--- src/rtl/cordic_pkg.sv ---
// Shared defaults and helpers for the CORDIC job scheduler.
package cordic_pkg;

    localparam int CORDIC_DATA_WIDTH   = 16;
    localparam int CORDIC_NUM_REQ      = 4;
    localparam int CORDIC_PIPE_LATENCY = 16;
    localparam int CORDIC_ID_WIDTH     = $clog2(CORDIC_NUM_REQ);

    // Job tag that travels beside the core for the default configuration.
    typedef struct packed {
        logic                       valid;
        logic [CORDIC_ID_WIDTH-1:0] id;
    } cordic_tag_t;

    // Requester index reached by stepping 'offset' places past 'ptr', wrapping at n.
    function automatic int rr_next(input int ptr, input int offset, input int n);
        return (ptr + offset) % n;
    endfunction

endpackage

--- src/rtl/cordic_rr_arbiter.sv ---
// Round-robin arbiter: grants the first requesting index after the pointer, wrapping.
module cordic_rr_arbiter
    import cordic_pkg::*;
#(
    parameter  int NUM_REQ = CORDIC_NUM_REQ,
    localparam int ID_W    = $clog2(NUM_REQ)
) (
    input  logic [NUM_REQ-1:0] req_i,
    input  logic               enable_i,
    input  logic [ID_W-1:0]    ptr_i,
    output logic [NUM_REQ-1:0] grant_o,
    output logic [ID_W-1:0]    grant_idx_o,
    output logic               grant_valid_o
);

    logic [ID_W-1:0] cand;

    // Scan from the slot after the pointer; the first hit wins, no hit means no grant.
    always_comb begin
        // NOTE: every output gets a default before any branch, so no path can infer a latch.
        grant_o       = '0;
        grant_idx_o   = '0;
        grant_valid_o = 1'b0;
        cand          = '0;
        if (enable_i) begin
            for (int off = 1; off <= NUM_REQ; off++) begin
                cand = ID_W'(rr_next(int'(ptr_i), off, NUM_REQ));
                if (!grant_valid_o && req_i[cand]) begin
                    grant_valid_o = 1'b1;
                    grant_idx_o   = cand;
                end
            end
        end
        if (grant_valid_o) begin
            grant_o[grant_idx_o] = 1'b1;
        end
    end

endmodule

--- src/rtl/cordic_job_scheduler.sv ---
// Shares one pipelined CORDIC core among several requesters. A tag pipe running in
// lock-step with the core carries each job's requester id to the response port.
module cordic_job_scheduler
    import cordic_pkg::*;
#(
    parameter  int DATA_WIDTH   = CORDIC_DATA_WIDTH,
    parameter  int NUM_REQ      = CORDIC_NUM_REQ,
    parameter  int PIPE_LATENCY = CORDIC_PIPE_LATENCY,
    localparam int ID_W         = $clog2(NUM_REQ),
    localparam int CNT_W        = $clog2(PIPE_LATENCY + 1)
) (
    input  logic                          clk,
    input  logic                          reset,
    input  logic [NUM_REQ-1:0]            req_valid,
    output logic [NUM_REQ-1:0]            req_ready,
    input  logic [NUM_REQ*DATA_WIDTH-1:0] req_x,
    input  logic [NUM_REQ*DATA_WIDTH-1:0] req_y,
    input  logic [NUM_REQ*DATA_WIDTH-1:0] req_z,
    output logic                          core_enable,
    output logic [DATA_WIDTH-1:0]         core_xin,
    output logic [DATA_WIDTH-1:0]         core_yin,
    output logic [DATA_WIDTH-1:0]         core_zin,
    input  logic [DATA_WIDTH-1:0]         core_xout,
    input  logic [DATA_WIDTH-1:0]         core_yout,
    output logic                          rsp_valid,
    input  logic                          rsp_ready,
    output logic [ID_W-1:0]               rsp_id,
    output logic [DATA_WIDTH-1:0]         rsp_x,
    output logic [DATA_WIDTH-1:0]         rsp_y,
    output logic [CNT_W-1:0]              in_flight,
    output logic                          busy
);

    typedef struct packed {
        logic            valid;
        logic [ID_W-1:0] id;
    } tag_t;

    tag_t            tag_q [PIPE_LATENCY];
    tag_t            tag_in;
    logic [ID_W-1:0] rr_ptr_q, rr_ptr_d;
    logic [CNT_W-1:0] in_flight_q, in_flight_d;
    logic [ID_W-1:0] grant_idx;
    logic            grant_valid;
    logic            stall;
    logic            rsp_fire;

    // The core only freezes when a finished result is waiting on the consumer.
    assign stall       = tag_q[PIPE_LATENCY-1].valid & ~rsp_ready;
    assign core_enable = ~stall;

    cordic_rr_arbiter #(
        .NUM_REQ (NUM_REQ)
    ) u_arb (
        .req_i         (req_valid),
        .enable_i      (core_enable),
        .ptr_i         (rr_ptr_q),
        .grant_o       (req_ready),
        .grant_idx_o   (grant_idx),
        .grant_valid_o (grant_valid)
    );

    // Pointer moves to the winner so it becomes lowest priority next cycle.
    always_comb begin
        rr_ptr_d = grant_valid ? grant_idx : rr_ptr_q;
    end

    // Round-robin pointer; reset value makes requester 0 the first candidate.
    always_ff @(posedge clk or negedge reset) begin
        // NOTE: state registers use non-blocking assignments so every flop samples pre-edge values.
        if (!reset) begin
            rr_ptr_q <= ID_W'(NUM_REQ - 1);
        end else begin
            rr_ptr_q <= rr_ptr_d;
        end
    end

    // Steer the granted requester's operands into the core; bubbles carry zeros.
    always_comb begin
        core_xin = '0;
        core_yin = '0;
        core_zin = '0;
        for (int i = 0; i < NUM_REQ; i++) begin
            if (grant_valid && grant_idx == ID_W'(i)) begin
                core_xin = req_x[i*DATA_WIDTH +: DATA_WIDTH];
                core_yin = req_y[i*DATA_WIDTH +: DATA_WIDTH];
                core_zin = req_z[i*DATA_WIDTH +: DATA_WIDTH];
            end
        end
    end

    assign tag_in = '{valid: grant_valid, id: grant_idx};

    // Tag pipe: advances only with the core so tags stay aligned with core data.
    always_ff @(posedge clk or negedge reset) begin
        if (!reset) begin
            // NOTE: ids are cleared with the valid bits; only valid matters, but rsp_id stays defined.
            for (int i = 0; i < PIPE_LATENCY; i++) begin
                tag_q[i] <= '0;
            end
        end else if (core_enable) begin
            tag_q[0] <= tag_in;
            for (int i = 1; i < PIPE_LATENCY; i++) begin
                tag_q[i] <= tag_q[i-1];
            end
        end
    end

    assign rsp_valid = tag_q[PIPE_LATENCY-1].valid;
    assign rsp_id    = tag_q[PIPE_LATENCY-1].id;
    assign rsp_x     = core_xout;
    assign rsp_y     = core_yout;
    assign rsp_fire  = rsp_valid & rsp_ready;

    // Occupancy: +1 per accept, -1 per delivered response, net zero when both happen.
    always_comb begin
        in_flight_d = in_flight_q;
        case ({grant_valid, rsp_fire})
            2'b10:   in_flight_d = in_flight_q + CNT_W'(1);
            2'b01:   in_flight_d = in_flight_q - CNT_W'(1);
            default: in_flight_d = in_flight_q;
        endcase
    end

    // Occupancy counter register.
    always_ff @(posedge clk or negedge reset) begin
        if (!reset) begin
            in_flight_q <= '0;
        end else begin
            in_flight_q <= in_flight_d;
        end
    end

    assign in_flight = in_flight_q;
    assign busy      = (in_flight_q != '0);

endmodule

--- config.mk ---
export PLATFORM = sky130hd
export DESIGN_NAME = cordic_job_scheduler
export DESIGN_NICKNAME = d
export VERILOG_FILES = /design/src/rtl/cordic_pkg.sv /design/src/rtl/cordic_rr_arbiter.sv /design/src/rtl/cordic_job_scheduler.sv
export SDC_FILE = /design/constraint.sdc
export NUM_CORES = 1
export LEC_CHECK = 0
export BUFFER_PORTS_ARGS = -buffer_cell sky130_fd_sc_hd__buf_2
export CAP_MARGIN = 25
export CELL_PAD_IN_SITES_DETAIL_PLACEMENT = 1
export CELL_PAD_IN_SITES_GLOBAL_PLACEMENT = 2
export CORE_MARGIN = 2
export CORE_UTILIZATION = 21
export CTS_CLUSTER_DIAMETER = 50
export DETAILED_ROUTE_END_ITERATION = 6
export PLACE_DENSITY = 0.89
export SYNTH_ARGS = -nofsm -noshare
export SYNTH_HDL_FRONTEND = slang
export SYNTH_SLANG_ARGS = --single-unit
export TNS_END_PERCENT = 100
--- constraint.sdc ---
create_clock -name clk -period 5.3 [get_ports clk]
set_clock_uncertainty 0.15 [all_clocks]
set_input_delay 0 -clock clk [delete_from_list [all_inputs] [get_ports clk]]
set_output_delay 0 -clock clk [all_outputs]
set_load 0.02 [all_outputs]
; ---- Word level (Yosys, flattened, before mapping)
; Index checks and enable logic that the tools add are counted.
[totals]
register_bits = 55
latch_bits = 0
mem_bits_rw = 0
mem_bits_ro = 0
in_bits = 231
out_inout_bits = 94
wordCells = 106
n_memories = 0
[op_classes]
add_sub_neg = 6
n_mul = 0
div = 0
order_cmp = 6
eq_ne = 5
shift = 0
muxes = 37
n_bitwise = 4
n_reduce_logical = 14
[ops]
columns = cell, count
row1 = $mux 16, 12
row2 = $lt 2x3->1 const B, 5
row3 = $mux 1, 13
row4 = $mux 2, 5
row5 = $pmux 5 s2, 1
row6 = $bmux 1 s2, 4
row7 = $logic_and 1x1->1, 8
row8 = $eq 2x2->1 const B, 3
row9 = $add 5x1->5 const B, 1
row10 = $reduce_bool 5->1, 1
row11 = $sub 5x1->5 const B, 1
row12 = $add 2x1->2 const B, 2
row13 = $add 2x2->2 const B, 2
row14 = $eq 2x1->1 const B, 2
row15 = $mux 4, 1
row16 = $logic_not 1->1, 3
row17 = $and 1x1->1, 2
row18 = $demux 1 s2, 1
row19 = $ge 2x1->1 const B, 1
row20 = $logic_not 2->1, 1
row21 = $not 1->1, 2
row22 = $reduce_bool 2->1, 1

; ---- Longest topological paths before layout
; Gate-level depths: netlist (run 1).
[depth]
depth_word = 23
mapped_depth = 14
mapped_depth_nobuf = 11

; ---- By module
; Synthesis (run 1) repeated with hierarchy kept, for this count alone.
[hier_totals]
hier_cells = 325
hier_area_um2 = 4209.0
[modules_own_cells]
columns = module, instances, cells_each, area_each_um2, seq_area_each_um2
row1 = cordic_job_scheduler, 1, 299, 4027.6, 1378.8
row2 = cordic_rr_arbiter, 1, 26, 181.4, 0.0

; ---- Least setup slack after synthesis (run 1)
; OpenSTA, ideal clock, no wires.
[synth_path]
path_kind = register to register
from = reg tag_q, in the netlist rsp_valid
to = reg in_flight_q[4] (netlist: in_flight[4])
setup_time_ns = 0.131
t_arrival_ns = 2.505
required_ns = 5.019
path_slack_ns = 2.514
stages_incl_launch_ff = 13
n_path_buf = 1
period_less_slack_ns = 2.786
path_cell_list = dfrtp_1 > nor2b_1 > clkinv_1 > nand2_1 > ha_1 > clkbuf_1 > xor2_1 > ha_1 > nor2b_1 > a22o_1 > a2bb2oi_1 > nor2_1 > xor2_1
[synth_via]
elab_chain_len = 4
elab_cells_between_ends = 7
classes_between = 2 x eq/ne / 2 x mux / 2 x bitwise / 1 x reduce/logical
[synth_rtl]
columns = item, line
row1 = start: declaration, cordic_job_scheduler.sv:39  ; tag_t tag_q [PIPE_LATENCY];
row2 = start signal: indexed assignment, cordic_job_scheduler.sv:104  ; tag_q[i] <= tag_q[i-1];
row3 = $and 1x1->1, cordic_job_scheduler.sv:49  ; assign stall = tag_q[PIPE_LATENCY-1].valid & ~rsp_ready;
row4 = $mux 1, cordic_rr_arbiter.sv:25  ; if (enable_i) begin
row5 = $eq 2x1->1 or $eq 2x2->1 (tied branches), cordic_job_scheduler.sv:118  ; case ({grant_valid, rsp_fire})
row6 = $pmux 5 s2 or $reduce_bool 2->1 (tied branches), --
row7 = end signal: assignment, cordic_job_scheduler.sv:130  ; in_flight_q <= in_flight_d;
row8 = end: declaration, cordic_job_scheduler.sv:42  ; logic [CNT_W-1:0] in_flight_q, in_flight_d;
; Parallel ways exist; a longest one is shown, timed or not.
; A chain may end at the register's enable or synchronous reset.

; ---- Worst setup path in the final report (run 1)
[layout_path]
from = reg rr_ptr_q[1]
to = out core_xin[12]
[layout_via]
elab_chain_len = 23
elab_cells_between_ends = 43
classes_between = 4 x add/sub / 3 x eq/ne / 25 x mux / 11 x reduce/logical
[layout_rtl]
columns = item, line
row1 = start: declaration, cordic_job_scheduler.sv:41  ; logic [ID_W-1:0] rr_ptr_q, rr_ptr_d;
row2 = start signal: assignment, cordic_job_scheduler.sv:72  ; rr_ptr_q <= ID_W'(NUM_REQ - 1);
row3 = start signal: assignment, cordic_job_scheduler.sv:74  ; rr_ptr_q <= rr_ptr_d;
row4 = $add 2x1->2, cordic_pkg.sv:17  ; return (ptr + offset) % n;
row5 = $bmux 1 s2, cordic_rr_arbiter.sv:28  ; if (!grant_valid_o && req_i[cand]) begin
row6 = $mux 1 (implied by the code), cordic_rr_arbiter.sv:28
row7 = $mux 1, cordic_rr_arbiter.sv:28
row8 = $mux 1, cordic_rr_arbiter.sv:25
row9 = $logic_not 1->1, cordic_rr_arbiter.sv:28
row10 = $logic_and 1x1->1, cordic_rr_arbiter.sv:28
row11 = $mux 1, cordic_rr_arbiter.sv:28
row12 = [... 5 more ...], --
row13 = $logic_not 1->1, cordic_rr_arbiter.sv:28
row14 = $logic_and 1x1->1, cordic_rr_arbiter.sv:28
row15 = $mux 2, cordic_rr_arbiter.sv:28
row16 = $mux 2, cordic_rr_arbiter.sv:25
row17 = $logic_not 2->1, cordic_job_scheduler.sv:84  ; if (grant_valid && grant_idx == ID_W'(i)) begin
row18 = $logic_and 1x1->1, cordic_job_scheduler.sv:84
row19 = $mux 16 (3 in a row), cordic_job_scheduler.sv:84
row20 = $mux 16 (*), cordic_job_scheduler.sv:84
row21 = end: declaration, cordic_job_scheduler.sv:20  ; output logic [DATA_WIDTH-1:0] core_xin,
; Mark *: on every way between the ends. The rest lies on a longest branch, timed or not. The select of a mux whose other input is x is not followed.

==> results.cfg, run 1 <==
[outcome]
status = finished clean

[logic_synthesis]
synth-main-ff-cell = sky130_fd_sc_hd__dfrtp_1
synthArstFlopShare_pct = 100
postSynthRegisterBits = 55
post_synth.cell_area_avg_um2 = 7.84
synth_seq_area_share_pct = 33.2
synth_warnings = 0
syn_area_um2 = 4150
synth_edf_count = 0
syn_inst = 530
ys_types = 39
synth.net_count = 764

[clock_network]
ctsRootBufferMaster = sky130_fd_sc_hd__clkbuf_16
clkSinkCount = 55
cts_repair_resize_count = 0
cts.reportedPaths.clkPinSlew_ps = 70
ctsHtreeMaxLevel = 2
insertion_delay_ps = 290
cts.path.max_buffers = 2
number_of_buffers_inserted_during_clock_tree_synthesis = 5
tritoncts = yes
cts_setup_buffers = 0

[timing]
timing.final.setup_violations = 0
maxSlewViolCount = 0
finalHoldViolations = 0
grt_setup_unrepaired = no
final_critical_path_setup_slack_ps = 2110
final.setup.tns_ps = 0
slew-limit-headroom_pct = 33.0
post-route-min-period_ps = 3190
fin_crit_sh_pct = 60.2
maxClockFrequency_ghz = 0.314
hold_ws_ps = 175
worst_pin_slew_ps = 1000

[power]
sequential_share_of_power_pct = 23.0
power.density_nw_per_um2 = 549
power_leakage_uw = 0.00308
power.switching_uw = 1680
totalPowerFinal_uw = 3250
switching_share_pct = 51.9
power_frac_clock_pct = 10.1
power.share.combinational_pct = 66.9
worst_ir_drop_vdd_mv = 0.218
power_report.internal_total_uw = 1560

[placement]
hpwlAfterDp_um = 12400
count_of_placed_standard_cells_including_taps = 980
gp_congestion = 0.777
dp_slack_ps = 1960
buffer_ports.inserted = 260

[critical_path]
critPathTopFamily = buffers and inverters
timing.critical_path.slowest_stage_cell = sky130_fd_sc_hd__dfstp_2
critical_path_peak_fanout = 52
crit_path_max_incr_delay_ps = 570
worst_setup_path_class = reg -> out
critical_path.startpoint_type = register
arrival_ps = 3040
critical_path_buf_inv_count = 3
endpoint_kind = output port
worst_path_most_repeated_cell = sky130_fd_sc_hd__buf_4
critical_path_required_time_ps = 5150
critical_path_cell_by_cell = or3b_1, o211a_2, buf_4, nand2_1, nor2_4, buf_4, o2bb2ai_1, buf_2

[floorplanning]
die_area_um2 = 20900
effective_utilization_at_floorplan_pct = 21.3
fp.dieW_um = 145
io_pins = 325
core_area_um2 = 19500
fp.dieH_um = 145
rows = 51

[drt]
detail_route.drc_violations = 0
detail_route.wl_per_cell_um = 16.5
routed_via_density = 4.67
drt_wl_total_um = 16900
antenna_left = 0
detail_route.iter0.violations = 203
detailedRoute.firstPassIterationCount = 4
count_of_vias_placed_by_the_detailed_router = 4785

[run]
maxCapViolations = 0

[global_routing]
number_of_global_route_vias_before_repair = 4898
grt_first_pass_wirelength_um = 25600
pin_count_of_the_biggest_net_entering_global_routing = 56
track_usage_pct = 15.5
grt_overflow_total = 0
grt_antenna_before_repair = 2

[finish]
synthToLayoutAreaGrowth_pct = 42.3
finalNonFillerCells = 1024
share_of_final_layout_standard_cells_stronger_than_drive_strength_1_pct = 37.9
layout.nets = 990

[min_path]
hold_path_class = in -> out
## per-stage QoR
stage	util, %	cell area [um^2]
after global placement	27.8	5410
after CTS	30.3	5900
after global routing	30.4	5910
after detailed placement	27.8	5410
after floorplan	-	4150
final	30.4	5910
## logic make-up after synthesis
family | after synthesis | synth area share, %
flip-flops | 55 | 33.2
multiplexers | 1 | 0.271
AND/OR/NAND/NOR | 174 | 17.3
adder cells (fa/ha/maj) | 3 | 0.904
AO/OA/AOI/OAI | 207 | 35.7
buffers and inverters | 84 | 11.4
XOR/XNOR | 6 | 1.27
## what timing repair did
item,in CTS,in global routing
hold buffers,34,0
endpoints found under the hold margin,104,0
setup endpoints to repair,0,0
## path summary, 6_finish.rpt
kind | slack (ps) | endpoint | start | cells after the start
worst max-delay path | 2110 | core_xin[12] | rr_ptr_q[1] | 8
worst max register to register | 2250 | in_flight[4] | rsp_valid | 11
worst min-delay path | 170 | core_yin[14] | req_y[62] | 3
min in group asynchronous | 230 | tag_q[5] | reset | 3
worst min register to register | 310 | rsp_id[0] | rsp_id[0] | 2
max in group asynchronous | 4320 | tag_q[15] | reset | 3
## power by group through the flow
stage                     Combinational (uW)  Sequential (uW)  Clock (uW)
after floorplan                         1500              743           0
after global placement                  2140              744           0
after detailed placement                2170              754           0
after CTS                               2220              747         341
after global routing                    2410              776         356
final                                   2170              746         327
## layer usage
metal	routed length [um]	GRT usage, %	vias up
met1	6470	17.7	2285
li1	-	-	2293
met3	1170	4.14	29
met2	8780	28.2	178
met5	0	0	-
met4	468	4.65	0
## registers in the layout, indices dropped and copies added (netlist names)
register   count
rsp_valid      1
rr_ptr_q       2
tag_q         45
rsp_id         2
in_flight      5
## layout by cell type, fill, tap and decap left out, drive strengths merged
cell type,n
a211oi,1
a21o,48
a21oi,52
a22o,1
a22oi,48
a2bb2oi,1
a31oi,1
and2,1
and3,1
buf,268
clkbuf,5
clkinv,3
clkinvlp,1
dfrtp,53
dfstp,2
diode,2
dlygate4sd3,34
ha,3
mux2,1
nand2,141
nand2b,3
nor2,12
nor2b,6
nor3,5
nor3b,1
nor4,1
o211a,1
o211ai,1
o21a,1
o21ai,3
o2bb2ai,48
o311a,1
or2,1
or3,1
or3b,1
xnor2,1
xor2,5
## worst reg2reg max path, stage by stage (launching register included)
cell and delay, ps:
sky130_fd_sc_hd__dfrtp_1 360, sky130_fd_sc_hd__nor2b_4 570, sky130_fd_sc_hd__clkinv_1 200, sky130_fd_sc_hd__nand2_1 230, sky130_fd_sc_hd__ha_1 360, sky130_fd_sc_hd__xor2_1 120
sky130_fd_sc_hd__ha_1 220, sky130_fd_sc_hd__nor2b_1 140, sky130_fd_sc_hd__a22o_1 240, sky130_fd_sc_hd__a2bb2oi_1 140, sky130_fd_sc_hd__nor2_1 70, sky130_fd_sc_hd__xor2_1 140
## cell usage after synthesis, types with 2 or more instances
cell type,instances,area (um^2)
sky130_fd_sc_hd__buf_1,3,11.3
sky130_fd_sc_hd__o2bb2ai_1,48,420
sky130_fd_sc_hd__a21o_1,48,360
sky130_fd_sc_hd__ha_1,3,37.5
sky130_fd_sc_hd__clkbuf_1,35,131
sky130_fd_sc_hd__nor3_1,4,20.0
sky130_fd_sc_hd__o21ai_0,3,15.0
sky130_fd_sc_hd__dfstp_2,2,52.6
sky130_fd_sc_hd__a22oi_1,48,360
sky130_fd_sc_hd__a21oi_1,52,260
sky130_fd_sc_hd__buf_6,2,22.5
sky130_fd_sc_hd__nand2_1,141,529
sky130_fd_sc_hd__buf_4,36,270
sky130_fd_sc_hd__nand2b_1,3,18.8
sky130_fd_sc_hd__nor2b_1,6,37.5
sky130_fd_sc_hd__xor2_1,5,43.8
sky130_fd_sc_hd__dfrtp_1,53,1330
sky130_fd_sc_hd__buf_2,7,35.0
sky130_fd_sc_hd__nor2_1,11,41.3
## final cells by class
cell class              instances  area (um^2)
fillers                      2439        13600
multi-input cells             391         2340
repair buffers                302         1700
flip-flops and latches         55         1380
well taps                     265          332
clock buffers                   5          125
clock inverters                 3         25.0
diodes                          2         5.00
inverters                       1         3.75
Note: power is estimated with default switching activity, not from simulation.
==> run 2, diff against run 1 <==
- ABC_AREA: unset -> 1
- CORE_UTILIZATION: 21 -> 17
- PLACE_DENSITY: 0.89 -> 0.8
- clock period: 5.3 -> 2.65 ns (I/O delays scaled with it)
==> results.cfg, run 2 <==
[critical_path]
critical_path_cell_by_cell = inv_1, nand2_2, nand2_4, nand2_4, nand2_4, nor2_4, buf_6, nand3_4, nand2_2, nand2_2, nand2_4, inv_4, nor2_4, buf_12, buf_16, buf_6, nand2_1, nand4_1, buf_6
timing.critical_path.slowest_stage_cell = sky130_fd_sc_hd__dfstp_2
critical_path_required_time_ps = 2500
arrival_ps = 2670
critPathTopFamily = simple AND/OR/NAND/NOR gates
critical_path.startpoint_type = register
critical_path_peak_fanout = 5
endpoint_kind = output port
worst_setup_path_class = reg -> out
worst_path_most_repeated_cell = sky130_fd_sc_hd__nand2_4
critical_path_buf_inv_count = 7
crit_path_max_incr_delay_ps = 560

[clock_network]
ctsRootBufferMaster = sky130_fd_sc_hd__clkbuf_16
clkSinkCount = 55
tritoncts = yes
cts.reportedPaths.clkPinSlew_ps = 80
number_of_buffers_inserted_during_clock_tree_synthesis = 5
insertion_delay_ps = 300
ctsHtreeMaxLevel = 2
cts.path.max_buffers = 2

[timing]
final.setup.tns_ps = -6470
slew-limit-headroom_pct = 62.1
maxClockFrequency_ghz = 0.355
timing.final.setup_violations = 52
fin_crit_sh_pct = 106
worst_pin_slew_ps = 566
final_critical_path_setup_slack_ps = -170
finalHoldViolations = 0
maxSlewViolCount = 0
grt_setup_unrepaired = yes
post-route-min-period_ps = 2820

[run]
maxCapViolations = 0

[logic_synthesis]
syn_area_um2 = 4180
synth-main-ff-cell = sky130_fd_sc_hd__dfrtp_1
syn_inst = 623
postSynthRegisterBits = 55
main_combinational_cell_family_by_area_after_synthesis = simple AND/OR/NAND/NOR gates
post_synth_xor_area_fraction_pct = 0.839
commonest_cells_in_the_netlist = sky130_fd_sc_hd__nand2_1, sky130_fd_sc_hd__nand4_1, sky130_fd_sc_hd__dfrtp_1, sky130_fd_sc_hd__nand3_1, sky130_fd_sc_hd__buf_4
synth-compound-area-share_pct = 2.58
post-synth-top-count-cell = sky130_fd_sc_hd__nand2_1
synth.net_count = 857
ys_types = 28
synthAdderAreaFrac_pct = 0.899
synth_seq_area_share_pct = 33.0
synth_area_leader_cell = sky130_fd_sc_hd__dfrtp_1
synth_area_leaders = sky130_fd_sc_hd__dfrtp_1, sky130_fd_sc_hd__nand2_1, sky130_fd_sc_hd__nand4_1
muxShareOfSynthArea_pct = 0
top_area_cell_type_share_of_the_netlist_area_pct = 31.8
synthSimpleGateAreaFrac_pct = 48.7
post_synth.cell_area_avg_um2 = 6.70
synth_edf_count = 0
synthArstFlopShare_pct = 100
synth_warnings = 0

[drt]
routed_via_density = 4.46
antenna_left = 0
detail_route.wl_per_cell_um = 17.3
detail_route.drc_violations = 0
drt_wl_total_um = 21600
detail_route.iter0.violations = 292
detailedRoute.firstPassIterationCount = 4
count_of_vias_placed_by_the_detailed_router = 5554

[global_routing]
grt.met3_usage_pct = 2.61
grt_util_met2_pct = 30.1
grt_first_pass_wirelength_um = 32500
track_usage_pct = 15.7
number_of_global_route_vias_before_repair = 5941
grt_antenna_before_repair = 3
pin_count_of_the_biggest_net_entering_global_routing = 97
grt_overflow_total = 0
busiest_layer = met2
grt_use_met1_pct = 18.0

[finish]
multi_input_comb_area_um2 = 2430
register_area_um2 = 1380
synthToLayoutAreaGrowth_pct = 76.7
layout.cells.most_common_list = sky130_fd_sc_hd__nand2_1, sky130_fd_sc_hd__buf_2, sky130_fd_sc_hd__nand4_1, sky130_fd_sc_hd__buf_4, sky130_fd_sc_hd__dfrtp_1
fillCellCount = 3003
share_of_final_layout_standard_cells_stronger_than_drive_strength_1_pct = 44.6
layout_commonest_cell = sky130_fd_sc_hd__nand2_1
layout.nets = 1152
finalNonFillerCells = 1246
largest_register_ff_count = 45
regMostFlops = tag_q

[floorplanning]
fp.dieW_um = 161
effective_utilization_at_floorplan_pct = 17.2
die_area_um2 = 25800
rows = 57
core_area_um2 = 24200
fp.dieH_um = 161
io_pins = 325

[placement]
gp_congestion = 0.834
hpwlAfterDp_um = 14500
buffer_ports.inserted = 260
count_of_placed_standard_cells_including_taps = 1166

[outcome]
failed_checks = negative setup slack
status = complete, but fails checks

[min_path]
hold_path_class = in -> async
==> run 2: cell count changes after synthesis, moves of 48 or more <==
cell,change
sky130_fd_sc_hd__nand2_1,+123
sky130_fd_sc_hd__nand4_1,+96
sky130_fd_sc_hd__a22oi_1,-48
sky130_fd_sc_hd__nand3_1,+53
sky130_fd_sc_hd__o2bb2ai_1,-48
sky130_fd_sc_hd__a21o_1,-48
sky130_fd_sc_hd__a21oi_1,-48
==> run 2: final timing paths <==
kind	end	cells past startpoint	slack (ps)	start
setup / recovery	core_yin[15]	19	-170	rr_ptr_q[1]
hold / removal	tag_q[29]	3	120	reset
min in group clk	tag_q[47]	6	140	rsp_ready
max in group asynchronous	rsp_valid	3	1300	reset
hold reg to reg	rsp_valid	2	300	tag_q[5]
setup reg to reg	in_flight[4]	18	-170	rr_ptr_q[1]
==> run 2: layout make-up <==
class	instances	share of cell area (%)
antenna	3	0.102
timing repair buffer	368	39.4
sequential	55	18.7
multi-input combinational	465	32.9
clock inverter	3	0.339
clock buffer	5	1.70
inverter	23	1.29
tap	324	5.49
==> run 2: cells by family (layout without fill, tap and decap cells) <==
family / after synthesis / in the layout
and+or+nand+nor: 438 / 438
buffers and inverters: 103 / 399
DFF: 55 / 55
AOI/OAI and AO/OA: 20 / 20
xor gates and xnor gates: 4 / 4
adders and majority gates: 3 / 3
other: 0 / 3
==> run 2: what timing repair did <==
action                     4_1_cts  5_1_grt
hold endpoints to repair        85        0
setup endpoints to repair       55       55
hold buffers                    34        0
gates cloned                     6        4
buffers inserted                22        4
gates resized for setup        127       44
pin swaps                       15       17
==> run 2: metrics by stage <==
stage	cell area, um^2	hold WS [ps]	utilization, %	setup WS (ps)
after detailed placement	5840	-234	24.1	-192
final	7380	125	30.4	-170
after global routing	7380	157	30.4	-346
after global placement	5840	-239	24.1	-74.0
after floorplan	4180	-446	-	-85.9
after CTS	7080	140	29.2	-143
==> run 2: routing by layer <==
metal	up-vias	routed length (um)
met5	-	0
met4	0	347
met3	22	1030
met2	173	11600
met1	2714	8550
li1	2645	-
==> run 2: worst min-delay path, cell delays in order <==
cell and delay (ps):
sky130_fd_sc_hd__dlygate4sd3_1 520, sky130_fd_sc_hd__buf_2 150, sky130_fd_sc_hd__buf_4 300
Power of run 2 is not shown: default switching activity piles up to over one toggle a cycle in this logic, so the estimate is an artifact.
